**src/rtl/fifo_arb_pkg.sv**
```systemverilog
// fifo_arb_pkg: shared FSM state type and beat-counter width for the FIFO write arbiter.
package fifo_arb_pkg;
  localparam int BEAT_CNT_W = 4;
  typedef enum logic [1:0] {IDLE, XFER, HOLD} state_t;
endpackage

```
**src/rtl/rr_arbiter.sv**
```systemverilog
// rr_arbiter: round-robin pointer plus one-hot/index selection of the next owner.
module rr_arbiter #(
  parameter int NREQ = 4,
  localparam int IW = $clog2(NREQ)
) (
  input  logic            wr_clk,
  input  logic            wr_rstn,
  input  logic [NREQ-1:0] req_i,
  input  logic            adv_i,
  output logic [NREQ-1:0] gnt_o,
  output logic [IW-1:0]   idx_o
);
  logic [IW-1:0] ptr_q, ptr_d, c;
  always_comb begin
    c = '0;
    idx_o = '0;
    // Descending scan so the requester closest to the pointer wins.
    for (int k = NREQ - 1; k >= 0; k--) begin
      c = IW'((int'(ptr_q) + k) % NREQ);
      if (req_i[c]) idx_o = c;
    end
    gnt_o = req_i[idx_o] ? NREQ'(1) << idx_o : '0;
    ptr_d = adv_i ? (idx_o == IW'(NREQ - 1) ? '0 : idx_o + 1'b1) : ptr_q;
  end
  always_ff @(posedge wr_clk or negedge wr_rstn)
    if (!wr_rstn) ptr_q <= '0;
    else ptr_q <= ptr_d;
endmodule

```
**src/rtl/fifo_wr_arbiter.sv**
```systemverilog
// fifo_wr_arbiter: round-robin burst arbiter feeding a FIFO write port with a registered, stall-holding output.
// Optional saturating beat/stall counters when FIFO_WR_ARB_STATS_EN is defined.
module fifo_wr_arbiter
  import fifo_arb_pkg::*;
#(
  parameter int WIDTH = 8,
  parameter int NREQ = 4,
  parameter int MAX_BURST = 4
) (
  input  logic                    wr_clk,
  input  logic                    wr_rstn,
  input  logic [NREQ-1:0]         req_valid,
  input  logic [NREQ*WIDTH-1:0]   req_data,
  input  logic [NREQ-1:0]         req_last,
  output logic [NREQ-1:0]         req_ready,
  input  logic                    fifo_full,
  output logic                    fifo_wr_en,
  output logic [WIDTH-1:0]        fifo_wr_data,
  output logic [$clog2(NREQ)-1:0] grant_id,
  output logic                    busy
`ifdef FIFO_WR_ARB_STATS_EN
  ,
  output logic [15:0]             stat_beats,
  output logic [15:0]             stat_stalls
`endif
);
  localparam int IW = $clog2(NREQ);
  state_t state_q, state_d;
  logic [BEAT_CNT_W-1:0] cnt_q, cnt_d;
  logic [IW-1:0] gid_q, gid_d, arb_idx;
  logic [NREQ-1:0] arb_gnt;
  logic [WIDTH-1:0] data_q, data_d;
  logic wr_en_q, wr_en_d, stall, xfer, done, adv;
  rr_arbiter #(.NREQ(NREQ)) u_rr (
    .wr_clk (wr_clk),
    .wr_rstn(wr_rstn),
    .req_i  (req_valid),
    .adv_i  (adv),
    .gnt_o  (arb_gnt),
    .idx_o  (arb_idx)
  );
  always_comb begin
    stall = wr_en_q && fifo_full;
    xfer = state_q == XFER && req_valid[gid_q] && !stall;
    done = xfer && (req_last[gid_q] || cnt_q == BEAT_CNT_W'(MAX_BURST - 1));
    adv = state_q == IDLE && |arb_gnt;
    gid_d = adv ? arb_idx : gid_q;
    cnt_d = adv ? '0 : xfer ? cnt_q + 1'b1 : cnt_q;
    state_d = state_q;
    case (state_q)
      IDLE: state_d = adv ? XFER : IDLE;
      XFER: state_d = done ? IDLE : stall ? HOLD : XFER;
      HOLD: state_d = fifo_full ? HOLD : XFER;
      default: state_d = IDLE;
    endcase
    wr_en_d = xfer || stall;
    data_d = xfer ? req_data[gid_q*WIDTH +: WIDTH] : data_q;
  end
  always_ff @(posedge wr_clk or negedge wr_rstn)
    if (!wr_rstn) begin
      state_q <= IDLE;
      cnt_q <= '0;
      gid_q <= '0;
      wr_en_q <= 1'b0;
      data_q <= '0;
    end else begin
      state_q <= state_d;
      cnt_q <= cnt_d;
      gid_q <= gid_d;
      wr_en_q <= wr_en_d;
      data_q <= data_d;
    end
  assign req_ready = xfer ? NREQ'(1) << gid_q : '0;
  assign fifo_wr_en = wr_en_q;
  assign fifo_wr_data = data_q;
  assign grant_id = gid_q;
  assign busy = state_q != IDLE;
`ifdef FIFO_WR_ARB_STATS_EN
  logic [15:0] beats_q, stalls_q;
  always_ff @(posedge wr_clk or negedge wr_rstn)
    if (!wr_rstn) begin
      beats_q <= '0;
      stalls_q <= '0;
    end else begin
      if (wr_en_q && !fifo_full && ~&beats_q) beats_q <= beats_q + 1'b1;
      if (state_q == HOLD && ~&stalls_q) stalls_q <= stalls_q + 1'b1;
    end
  assign stat_beats = beats_q;
  assign stat_stalls = stalls_q;
`endif
endmodule

```
**config.mk**
```make
export PLATFORM = sky130hd
export DESIGN_NAME = fifo_wr_arbiter
export DESIGN_NICKNAME = d
export VERILOG_FILES = /design/src/rtl/fifo_arb_pkg.sv /design/src/rtl/rr_arbiter.sv /design/src/rtl/fifo_wr_arbiter.sv
export SDC_FILE = /design/constraint.sdc
export NUM_CORES = 1
export LEC_CHECK = 0
export BUFFER_PORTS_ARGS = -buffer_cell sky130_fd_sc_hd__buf_2
export CAP_MARGIN = 10
export CORE_MARGIN = 2
export CORE_UTILIZATION = 25
export DETAILED_ROUTE_END_ITERATION = 7
export SLEW_MARGIN = 40
export SYNTH_ARGS = -nofsm -noshare
export SYNTH_HDL_FRONTEND = slang
export SYNTH_SLANG_ARGS = --single-unit
```
**constraint.sdc**
```tcl
create_clock -name wr_clk -period 4.65 [get_ports wr_clk]
set_clock_uncertainty 0.1 [all_clocks]
set_input_delay 0.2325 -clock wr_clk [delete_from_list [all_inputs] [get_ports wr_clk]]
set_output_delay 0.2325 -clock wr_clk [all_outputs]
set_load 0.03 [all_outputs]
```
==> results.sh <==
export IMPL_status="complete, no violations"
export IMPL_grt_max_degree=20
export IMPL_post_drt_wl_per_cell_um=13.4
export IMPL_h_tree_depth=1
export IMPL_cts_tree="yes"
export IMPL_synth_compound_area_frac=0.104
export IMPL_synthesis_area_um2=1180
export IMPL_synth_edf_count=0
export IMPL_reg2reg_slack_ns=2.48
export IMPL_drt_initial_drc_count=28
export IMPL_synth_ff_type="dfrtp_1"
export IMPL_area_growth_pct=32.9
export IMPL_grt_pass1_wl_mm=4.52
export IMPL_grt_use_total=0.109
export IMPL_ir_drop_v=0.000283
export IMPL_worstSetupPathType="flop to output pin"
export IMPL_maxSlewViolCount=0
export IMPL_timing_setup_tns_ns=0
export IMPL_utilization=0.339
export IMPL_clock_latency_ns=0.25
export IMPL_p_leak_uw=0.000770
export IMPL_min_path_type="primary input to flop"
export IMPL_synth_top_family_by_area="multiplexers"
export IMPL_drc=0
export IMPL_cts_root_buf="clkbuf_8"
export IMPL_clk_path_buf_depth=2
export IMPL_grt_pass1_vias=947
export IMPL_min_period_ns=2.43
export IMPL_die_area_um2=5300
export IMPL_synth_adder_area_share=0.0212
export IMPL_ys_seq_elements=19
export IMPL_worst_pin_slew_ns=0.713
export IMPL_antenna_found_initial=0
export IMPL_vias=962
export IMPL_yosysUniqueCellTypes=32
export IMPL_synth_mux_area_frac=0.305
export IMPL_drt_total_wl_mm=2.79
export IMPL_pre_cts_slack_ns=2.48
export IMPL_nets=200
export IMPL_initial_utilization=0.255
export IMPL_setup_ws_ns=2.22
export IMPL_core_area_um2=4630
export IMPL_clkTransAtPathRegs_ns=0.07
export IMPL_cts_buffers=3
export IMPL_post_synth_cell_area_avg_um2=12.4
export IMPL_max_slew_margin=0.525
export IMPL_hpwl_mm=2.17
export IMPL_gp_congestion=0.694
export IMPL_netlist_instances=95
export IMPL_multi_input_area_um2=657
export IMPL_syn_num_nets=140
export IMPL_gr_total_overflow=0
export IMPL_max_freq_ghz=0.412
export IMPL_critPathCaptureType="output pin"
export IMPL_synth_xor_xnor_area_share=0.0222
export IMPL_required_ns=4.32
export IMPL_power_density_nw_per_um2=672
export IMPL_totalPowerFinal_uw=1060
export IMPL_cp_max_fo=14
export IMPL_numPortBuffers=58
export IMPL_cts_sinks=19
export IMPL_crit_path_start_kind="flop"
export IMPL_setup_viol_count_final=0
export IMPL_ys_warn_count=0
export IMPL_route_antenna_remaining_nets=0
export IMPL_postCtsSetupBuffers=0
export IMPL_fillers=498
export IMPL_fp_dieH_um=72.8
export IMPL_drv_cap=0
export IMPL_layout_drive_gt1_share=0.526
export IMPL_dieWidth_um=72.8
export IMPL_area_sequential_um2=475
export IMPL_fin_crit_sh=0.522
export IMPL_diodes=0
export IMPL_first_pass_iters=4
export IMPL_ys_seq_area_frac=0.402
export IMPL_yosys_area_share_simple=0.104
export IMPL_async_reset_ff_frac=1.00
export IMPL_ios=59
export IMPL_vias_per_cell=4.63
export IMPL_hold_viol=0
export IMPL_rows=25
export IMPL_cp_arrival_ns=2.09
export IMPL_rsz0062_at_grt="false"
-- metrics by stage --
step,cell area (um2),std cells,hold slack [ns]
3_5_place_dp,1520,203,0.103
4_1_cts,1570,208,0.131
3_3_place_gp,1520,203,0.104
6_report,1570,208,0.141
5_1_grt,1570,208,0.160
2_1_floorplan,1180,95,-0.163
-- cell type report --
cell class / count / share of cell area
tap: 54 / 0.0430
clock buffer: 4 / 0.0287
inverter: 7 / 0.0167
multi-input combinational: 65 / 0.418
timing repair buffer: 59 / 0.191
sequential: 19 / 0.303
-- layer usage --
layer | vias to the layer above | GRT usage | share of wire
li1 | 471 | - | -
met4 | 0 | 0.0370 | 0.013
met1 | 472 | 0.149 | 0.45
met2 | 15 | 0.181 | 0.51
met5 | - | 0 | 0
met3 | 4 | 0.0124 | 0.019
-- cells by family after synthesis --
group	count (synthesis)
buffers and inverters	11
AO/OA/AOI/OAI	17
flip-flops	19
multiplexers	19
XOR/XNOR	3
AND/OR/NAND/NOR	24
adder cells (fa/ha/maj)	2
-- layout by cell type (no fill, tap or decap), types with 2 or more instances in the layout --
cell type / n
xor2_1: 2
mux2_4: 8
ha_1: 2
nor3_1: 4
nand2_1: 7
o22ai_1: 2
a21oi_1: 6
o21ai_1: 2
a221oi_1: 2
buf_2: 58
dfrtp_1: 19
mux4_2: 9
inv_1: 7
nor2_1: 4
clkbuf_8: 3
nor2b_1: 2
-- timing repair --
item                                   CTS  global route
resized for setup                        0             0
endpoints found under the hold margin   19             0
setup endpoints to repair                0             0
hold buffers                             1             0
-- cell usage after synthesis (4+ instances only) --
cell type  number  share of area
nor2_1          4          0.013
nor3_1          4          0.017
dfrtp_1        19           0.40
mux2_4          8           0.10
a21oi_1         6          0.025
mux4_2          9           0.17
inv_1           7          0.022
nand2_1         7          0.022
-- path summary, 6_finish.rpt --
check                               from              end  depth (start not counted)
max                          grant_id[1]     req_ready[2]                          4
min                            fifo_full       state_q[1]                          3
max reg2reg                  grant_id[1]         cnt_q[3]                          5
min reg2reg                u_rr.ptr_q[0]    u_rr.ptr_q[0]                          1
max in group asynchronous        wr_rstn  fifo_wr_data[0]                          2
min in group asynchronous        wr_rstn  fifo_wr_data[2]                          2
-- flip-flops by register name, summed over array words and instances (netlist names) --
name          count
fifo_wr_data      8
fifo_wr_en        1
cnt_q             4
state_q           2
grant_id          2
u_rr.ptr_q        2
-- where the power goes --
group          switching [uW]  internal, uW
Sequential               91.1           239
Combinational             315           294
Clock                    55.9          60.9
Total                     462           594
-- critical path: stages, from the launching register on --
cell and delay, ns:
dfrtp_1 0.71, mux4_2 0.62, nand3_1 0.23, nor3_1 0.07
buf_2 0.21
No activity file was read; power rests on OpenSTA's default activity.
